**config.mk**
```make
export PLATFORM = sky130hd
export DESIGN_NAME = piezo_alert_sched_flat
export DESIGN_NICKNAME = d
export VERILOG_FILES = /design/src/rtl/piezo_alert_sched_if.sv /design/src/rtl/piezo_alert_sched.sv /design/src/flat_wrapper.sv
export SDC_FILE = /design/constraint.sdc
export NUM_CORES = 1
export LEC_CHECK = 0
export BUFFER_PORTS_ARGS = -buffer_cell sky130_fd_sc_hd__buf_4
export CORE_MARGIN = 8
export CORE_UTILIZATION = 56
export CTS_CLUSTER_SIZE = 40
export DETAILED_ROUTE_END_ITERATION = 7
export GPL_TIMING_DRIVEN = 0
export PLACE_DENSITY_LB_ADDON = 0.2
export RECOVER_POWER = 50
export SKIP_LAST_GASP = 1
export SLEW_MARGIN = 0
export SYNTH_ARGS = -nofsm -noshare
export SYNTH_HDL_FRONTEND = slang
export SYNTH_SLANG_ARGS = --single-unit
```
**constraint.sdc**
```tcl
create_clock -name clk -period 7.3 [get_ports clk]
set_clock_uncertainty 0.15 [all_clocks]
set_input_delay 1.825 -clock clk [delete_from_list [all_inputs] [get_ports clk]]
set_output_delay 1.825 -clock clk [all_outputs]
set_load 0.005 [all_outputs]
```
**src/rtl/piezo_alert_sched_if.sv**
```systemverilog
// Alert request / piezo tone configuration bundle.
//   master : drives the three level requests, observes the tone configuration
//   slave  : the scheduler; consumes requests, drives tone_en/period/duty/active_src
interface piezo_alert_sched_if;
   logic        ovr_spd_req;
   logic        batt_low_req;
   logic        en_steer_req;
   logic        tone_en;
   logic [20:0] tone_period;
   logic [19:0] tone_duty;
   logic [1:0]  active_src;

   modport master (
      output ovr_spd_req,
      output batt_low_req,
      output en_steer_req,
      input  tone_en,
      input  tone_period,
      input  tone_duty,
      input  active_src
   );

   modport slave (
      input  ovr_spd_req,
      input  batt_low_req,
      input  en_steer_req,
      output tone_en,
      output tone_period,
      output tone_duty,
      output active_src
   );
endinterface

```
**src/rtl/piezo_alert_sched.sv**
```systemverilog
// Audible alert sequencer for the segway piezo.
// Arbitrates overspeed / low-battery / steer-enable requests by fixed priority
// (OVR > BATT > STEER) and plays a per-alert beep-on / beep-off pattern,
// driving period, duty and enable into the downstream piezo PWM.
// Ports:
//   clk, rst_n          : clock, asynchronous active-low reset
//   bus (slave modport) : ovr_spd_req, batt_low_req, en_steer_req (level, sync to clk)
//                         tone_en, tone_period[20:0], tone_duty[19:0], active_src[1:0]
//                         active_src: 0=NONE 1=STEER 2=BATT 3=OVR
module piezo_alert_sched #(
   parameter int unsigned TICK_DIV     = 50000,
   parameter logic [20:0] OVR_PERIOD   = 21'h00E400,
   parameter logic [20:0] BATT_PERIOD  = 21'h03F800,
   parameter logic [20:0] STEER_PERIOD = 21'h01E838,
   parameter int unsigned OVR_ON       = 100,
   parameter int unsigned OVR_OFF      = 100,
   parameter int unsigned BATT_ON      = 500,
   parameter int unsigned BATT_OFF     = 1500,
   parameter int unsigned STEER_ON     = 200,
   parameter int unsigned STEER_OFF    = 1400
) (
   input logic               clk,
   input logic               rst_n,
   piezo_alert_sched_if.slave bus
);

   localparam int unsigned PW = $clog2(TICK_DIV);
   localparam int unsigned CW = 12;

   localparam logic [1:0] SRC_NONE  = 2'd0;
   localparam logic [1:0] SRC_STEER = 2'd1;
   localparam logic [1:0] SRC_BATT  = 2'd2;
   localparam logic [1:0] SRC_OVR   = 2'd3;

   typedef enum logic [1:0] {ST_IDLE, ST_ON, ST_OFF} state_t;
   typedef enum logic [1:0] {ACT_COUNT, ACT_ON, ACT_OFF, ACT_IDLE} act_t;

   state_t          state_q;
   logic [PW-1:0]   presc_q;
   logic [CW-1:0]   cnt_q;
   logic            tone_en_q;
   logic [20:0]     tone_period_q;
   logic [19:0]     tone_duty_q;
   logic [1:0]      src_q;

   logic [1:0]      arb_src;
   logic            cur_req;
   logic [CW-1:0]   on_last;
   logic [CW-1:0]   off_last;
   logic            tick;
   logic            preempt;
   act_t            act;
   logic [1:0]      tgt_src;
   logic [20:0]     tgt_period;

   // Fixed-priority arbitration of the raw request levels.
   always_comb begin
      arb_src = SRC_NONE;
      if (bus.ovr_spd_req)       arb_src = SRC_OVR;
      else if (bus.batt_low_req) arb_src = SRC_BATT;
      else if (bus.en_steer_req) arb_src = SRC_STEER;
   end

   // Per-source request level and last tick index of the on/off phases.
   always_comb begin
      cur_req  = 1'b0;
      on_last  = '0;
      off_last = '0;
      case (src_q)
         SRC_OVR: begin
            cur_req  = bus.ovr_spd_req;
            on_last  = CW'(OVR_ON - 1);
            off_last = CW'(OVR_OFF - 1);
         end
         SRC_BATT: begin
            cur_req  = bus.batt_low_req;
            on_last  = CW'(BATT_ON - 1);
            off_last = CW'(BATT_OFF - 1);
         end
         SRC_STEER: begin
            cur_req  = bus.en_steer_req;
            on_last  = CW'(STEER_ON - 1);
            off_last = CW'(STEER_OFF - 1);
         end
         default: begin
            cur_req  = 1'b0;
            on_last  = '0;
            off_last = '0;
         end
      endcase
   end

   assign tick    = (presc_q == PW'(TICK_DIV - 1));
   assign preempt = bus.ovr_spd_req && (src_q != SRC_OVR);

   // Next action. Preemption outranks request drop, which outranks phase end.
   always_comb begin
      act     = ACT_COUNT;
      tgt_src = src_q;
      case (state_q)
         ST_IDLE: begin
            if (arb_src != SRC_NONE) begin
               act     = ACT_ON;
               tgt_src = arb_src;
            end else begin
               act = ACT_IDLE;
            end
         end
         ST_ON: begin
            if (preempt) begin
               act     = ACT_ON;
               tgt_src = SRC_OVR;
            end else if (!cur_req) begin
               act = ACT_IDLE;
            end else if (tick && (cnt_q == on_last)) begin
               act = ACT_OFF;
            end
         end
         ST_OFF: begin
            if (preempt) begin
               act     = ACT_ON;
               tgt_src = SRC_OVR;
            end else if (!cur_req) begin
               act = ACT_IDLE;
            end else if (tick && (cnt_q == off_last)) begin
               if (arb_src != SRC_NONE) begin
                  act     = ACT_ON;
                  tgt_src = arb_src;
               end else begin
                  act = ACT_IDLE;
               end
            end
         end
         default: act = ACT_IDLE;
      endcase
   end

   // Tone period for the source about to be entered.
   always_comb begin
      tgt_period = '0;
      case (tgt_src)
         SRC_OVR:   tgt_period = OVR_PERIOD;
         SRC_BATT:  tgt_period = BATT_PERIOD;
         SRC_STEER: tgt_period = STEER_PERIOD;
         default:   tgt_period = '0;
      endcase
   end

   // State, counters and registered outputs.
   always_ff @(posedge clk or negedge rst_n) begin
      if (!rst_n) begin
         state_q       <= ST_IDLE;
         presc_q       <= '0;
         cnt_q         <= '0;
         tone_en_q     <= 1'b0;
         tone_period_q <= '0;
         tone_duty_q   <= '0;
         src_q         <= SRC_NONE;
      end else begin
         case (act)
            ACT_ON: begin
               state_q       <= ST_ON;
               presc_q       <= '0;
               cnt_q         <= '0;
               tone_en_q     <= 1'b1;
               tone_period_q <= tgt_period;
               tone_duty_q   <= tgt_period[20:1];
               src_q         <= tgt_src;
            end
            ACT_OFF: begin
               state_q     <= ST_OFF;
               presc_q     <= '0;
               cnt_q       <= '0;
               tone_en_q   <= 1'b0;
               tone_duty_q <= '0;
            end
            ACT_IDLE: begin
               state_q       <= ST_IDLE;
               presc_q       <= '0;
               cnt_q         <= '0;
               tone_en_q     <= 1'b0;
               tone_period_q <= '0;
               tone_duty_q   <= '0;
               src_q         <= SRC_NONE;
            end
            default: begin
               if (tick) begin
                  presc_q <= '0;
                  cnt_q   <= cnt_q + CW'(1);
               end else begin
                  presc_q <= presc_q + PW'(1);
               end
            end
         endcase
      end
   end

   assign bus.tone_en     = tone_en_q;
   assign bus.tone_period = tone_period_q;
   assign bus.tone_duty   = tone_duty_q;
   assign bus.active_src  = src_q;

endmodule

```
**src/flat_wrapper.sv**
```systemverilog
// flat-port wrapper written by rule: the top's interface ports become plain ports
module piezo_alert_sched_flat 
#(
   parameter int unsigned TICK_DIV     = 50000,
   parameter logic [20:0] OVR_PERIOD   = 21'h00E400,
   parameter logic [20:0] BATT_PERIOD  = 21'h03F800,
   parameter logic [20:0] STEER_PERIOD = 21'h01E838,
   parameter int unsigned OVR_ON       = 100,
   parameter int unsigned OVR_OFF      = 100,
   parameter int unsigned BATT_ON      = 500,
   parameter int unsigned BATT_OFF     = 1500,
   parameter int unsigned STEER_ON     = 200,
   parameter int unsigned STEER_OFF    = 1400
)
  (clk, rst_n, bus_ovr_spd_req, bus_batt_low_req, bus_en_steer_req, bus_tone_en, bus_tone_period, bus_tone_duty, bus_active_src);
  piezo_alert_sched_if bus_i ();
  input logic clk;
  input logic rst_n;
  input wire logic [$bits(bus_i.ovr_spd_req)-1:0] bus_ovr_spd_req;
  input wire logic [$bits(bus_i.batt_low_req)-1:0] bus_batt_low_req;
  input wire logic [$bits(bus_i.en_steer_req)-1:0] bus_en_steer_req;
  output wire logic [$bits(bus_i.tone_en)-1:0] bus_tone_en;
  output wire logic [$bits(bus_i.tone_period)-1:0] bus_tone_period;
  output wire logic [$bits(bus_i.tone_duty)-1:0] bus_tone_duty;
  output wire logic [$bits(bus_i.active_src)-1:0] bus_active_src;
  assign bus_i.ovr_spd_req = bus_ovr_spd_req;
  assign bus_i.batt_low_req = bus_batt_low_req;
  assign bus_i.en_steer_req = bus_en_steer_req;
  assign bus_tone_en = bus_i.tone_en;
  assign bus_tone_period = bus_i.tone_period;
  assign bus_tone_duty = bus_i.tone_duty;
  assign bus_active_src = bus_i.active_src;
  piezo_alert_sched #(.TICK_DIV(TICK_DIV), .OVR_PERIOD(OVR_PERIOD), .BATT_PERIOD(BATT_PERIOD), .STEER_PERIOD(STEER_PERIOD), .OVR_ON(OVR_ON), .OVR_OFF(OVR_OFF), .BATT_ON(BATT_ON), .BATT_OFF(BATT_OFF), .STEER_ON(STEER_ON), .STEER_OFF(STEER_OFF)) u_core (.clk(clk), .rst_n(rst_n), .bus(bus_i));
endmodule
```
==> summary.md <==
| Metric | Value |
|---|---|
| Sequential share of the synthesized area | `a little under two fifths` |
| # resized after CTS | `0` |
| Setup Viol. Count Final | `0` |
| Clk Latency, worst-skew pair | `300 ps` |
| Die Width | `slightly below 90 µm` |
| Maximum vdd ir drop | `0.000184 V` |
| Unrepaired setup endpoints after global routing | `no` |
| Cell family with most CP delay | `simple AND/OR/NAND/NOR gates` |
| Main area contributors after synthesis | `dfrtp_1, buf_4, xnor2_1, ha_1, nor3_1` |
| CTS Sinks | `43` |
| CTS tree | `built` |
| Initial antenna violation count | `0` |
| Synthesized area per cell | `about 9.5 µm²` |
| Initial core utilization | `between 50% and 60%` |
| Total global routing overflow | `0` |
| Worst slew pin tran | `2240 ps` |
| P&R area growth vs syn | `16.2%` |
| Worst path arrival time | `around 3900 ps` |
| Share of cells above drive strength 1 | `a little over a fifth` |
| Dpl cells | `approximately 420` |
| Hold WC Path Type | `reg -> reg` |
| Netlist Area Pre-Place | `~2800 µm²` |
| First-pass GRT wire length | `10,000 µm` |
| Yosys warns | `0` |
| Final Max Tran Viols | `between 40 and 50` |
| DP Area | `roughly 3200 µm²` |
| CP max stage cell | `nor3_1` |
| Detailed placement HPWL | `roughly 4600 µm` |
| Distinct cells, synth | `approximately 60` |
| Vias in the first global route | `2,127` |
| Final worst slack | `approximately 3500 ps` |
| Hold_ws | `roughly 340 ps` |
| Highest Clock Rate | `about 260 MHz` |
| Crit. End Element | `flop` |
| Gr busiest metal | `met2` |
| Setup TNS | `0 ps` |
| GRT met1 Usage | `around 20%` |
| Predominant post-synthesis flop cell | `dfrtp_1` |
| DRT antenna net count | `0` |
| Initial DRC Count | `124` |
| PortBufs | `29` |
| Routed vias | `between 2,000 and 2,500` |
| Drt drc | `0` |
| Final hold violation count | `0` |
| Cell taking the most area after synthesis | `dfrtp_1` |
| Worst path cell trace | `buf_4 > nand2b_1 > nand2_1 > nor3_1 > nand2_1 > clkbuf_1 > nor2_1` |
| Crit Path Max Fanout | `10` |
| Drt pass-1 iters | `7` |
| Failing checks | `max-capacitance violations, max-slew violations` |
| Max cap viols | `1` |
| Min Tclk post-route | `roughly 3800 ps` |
| Die ar. | `7610 µm²` |
| Critical path type | `in -> reg` |
| Fraction of synthesized cell area in xor and xnor cells | `approximately 9%` |
| Non-filler cells, final | `approximately 420` |
| Routed wire length | `about 6200 µm` |
| Flops & latches, synth | `between 40 and 50` |
| Layout Utilization | `65.9%` |
| Grt met3 use | `~4.3%` |
| Pre-CTS WS | `between 3000 and 4000 ps` |
| Antenna cells | `0` |
| Critical Path RT | `~7400 ps` |
| Compound-Gate Fraction of Synth Area | `11.5%` |
| Leak | `around 1.5 nW` |
| Number of synthesized flops with an enable pin | `0` |
| Adder-cell share of the synthesized area | `5.20%` |
| Tcrit/Tclk final | `between 50% and 60%` |
| Asr flop ratio synth | `100%` |
| Top cell type's share of synthesized area | `between 30% and 40%` |
| Max H-tree Level | `2` |
| IO Pins | `between 40 and 50` |
| CTS Hold Bufs | `0` |
| Setup bufs post-CTS | `0` |
| CTS clk-pin slew, worst paths | `about 80 ps` |
| Final net count | `368` |
| Max Buffers Root-to-Sink | `2` |
| Relative max-transition margin | `-49.4%` |
| WL/cell | `about 15 µm` |
| GR Util All Layers | `between 15 and 20%` |
| WP buf/inv | `2` |
| Post-Synthesis Cells | `roughly 300` |
| Std cell rows | `26` |
| Routability cong. | `approximately 0.86` |
| Met2 Use GR | `28.2%` |
| Synth Area in Simple Gates | `a little under a quarter` |
| Cell Pwr Density | `around 300 nW/µm²` |
| CP peak stage delay | `860 ps` |
| Core area | `roughly 5000 µm²` |
| Status | `complete, but fails checks` |
| Mux cell area share after synthesis | `less than 1%` |
| Chip Height | `87.2 µm` |
| Power Total | `0.979 mW` |
| CP dominant cell by count | `nand2_1` |
| Largest family of logic cells by synthesized area | `simple AND/OR/NAND/NOR gates` |
| Vias per cell | `between 5 and 6` |
| Startpoint Class | `input port` |
| Final instance area | `3300 µm²` |
| Largest net degree at the start of global routing | `44` |
| TritonCTS Buffers | `5` |
| Clk root buf | `clkbuf_8` |
-- path summary, 6_finish.rpt --
kind,startpoint,to,slack [ps],cells after the start
max,bus_ovr_spd_req,u_core.presc_q[0],3460,7
min,u_core.presc_q[0],u_core.presc_q[0],340,1
max reg2reg,u_core.bus.active_src[0],u_core.bus.tone_duty[15],4080,10
min reg2reg,u_core.presc_q[0],u_core.presc_q[0],340,1
max in group asynchronous,rst_n,u_core.bus.tone_duty[4],3680,1
min in group asynchronous,rst_n,u_core.cnt_q[5],2030,1
-- Yosys cell counts, types with 2 or more instances --
library cell / count
and4bb_1: 2
nor2_1: 28
buf_4: 32
ha_1: 11
mux2i_1: 2
dfrtp_1: 43
a21oi_1: 8
o211ai_1: 3
nor3_1: 22
xnor2_1: 21
and2_1: 2
xor2_1: 9
nor4_1: 6
o21ai_0: 6
clkbuf_1: 4
and3_1: 3
nand4_1: 8
and4_1: 4
nand2_1: 11
inv_1: 12
a22o_1: 5
o221ai_1: 2
buf_2: 4
o211a_1: 2
nand3_1: 14
-- cells by family after synthesis --
| kind of cell | after synthesis |
|---|---|
| AO/OA/AOI/OAI | 41 |
| multiplexers | 2 |
| AND/OR/NAND/NOR | 115 |
| adder cells (fa/ha/maj) | 12 |
| other | 1 |
| XOR/XNOR | 30 |
| flip-flops | 43 |
| buffers and inverters | 54 |
-- placed cells by master (no fill, tap or decap), types with 8 or more instances in the layout --
cell      synthesis  layout
buf_4            32      49
dfrtp_1          43      43
nor2_1           28      28
nor3_1           22      23
xnor2_1          21      21
conb_1            1      19
nand3_1          14      14
inv_1            12      12
nand2_1          11      11
ha_1             11      11
xor2_1            9       9
clkbuf_1          4       8
nand4_1           8       8
a21oi_1           8       8
clkbuf_4          0       8
-- cell type report --
cell class / count / area (µm²)
multi-input cells: 219 / 1490
repair buffers: 29 / 203
plain buffers: 42 / 290
well taps: 70 / 87.6
clock inverters: 3 / 43.8
inverters: 12 / 45.0
flip-flops and latches: 43 / 1080
clock buffers: 5 / 68.8
fillers: 434 / 1710
-- power by group --
| part | internal [mW] | switching (mW) | total [mW] |
|---|---|---|---|
| sequential | 0.277 | 0.0387 | 0.316 |
| clock | 0.102 | 0.0853 | 0.187 |
| combinational | 0.231 | 0.244 | 0.476 |
-- routing by layer --
layer	share of wire [%]	wire length, µm
met1	44	2710
met2	49	3000
met3	6.4	396
met4	1.0	62
met5	0	0
-- registers in the layout, summed over array words and instances, names as in the netlist --
signal / flops
u_core.presc_q: 16
u_core.bus.tone_duty: 5
u_core.state_q: 2
u_core.bus.tone_en: 1
u_core.bus.tone_period: 5
u_core.bus.active_src: 2
u_core.cnt_q: 12
No activity file was read; power rests on OpenSTA's default activity.
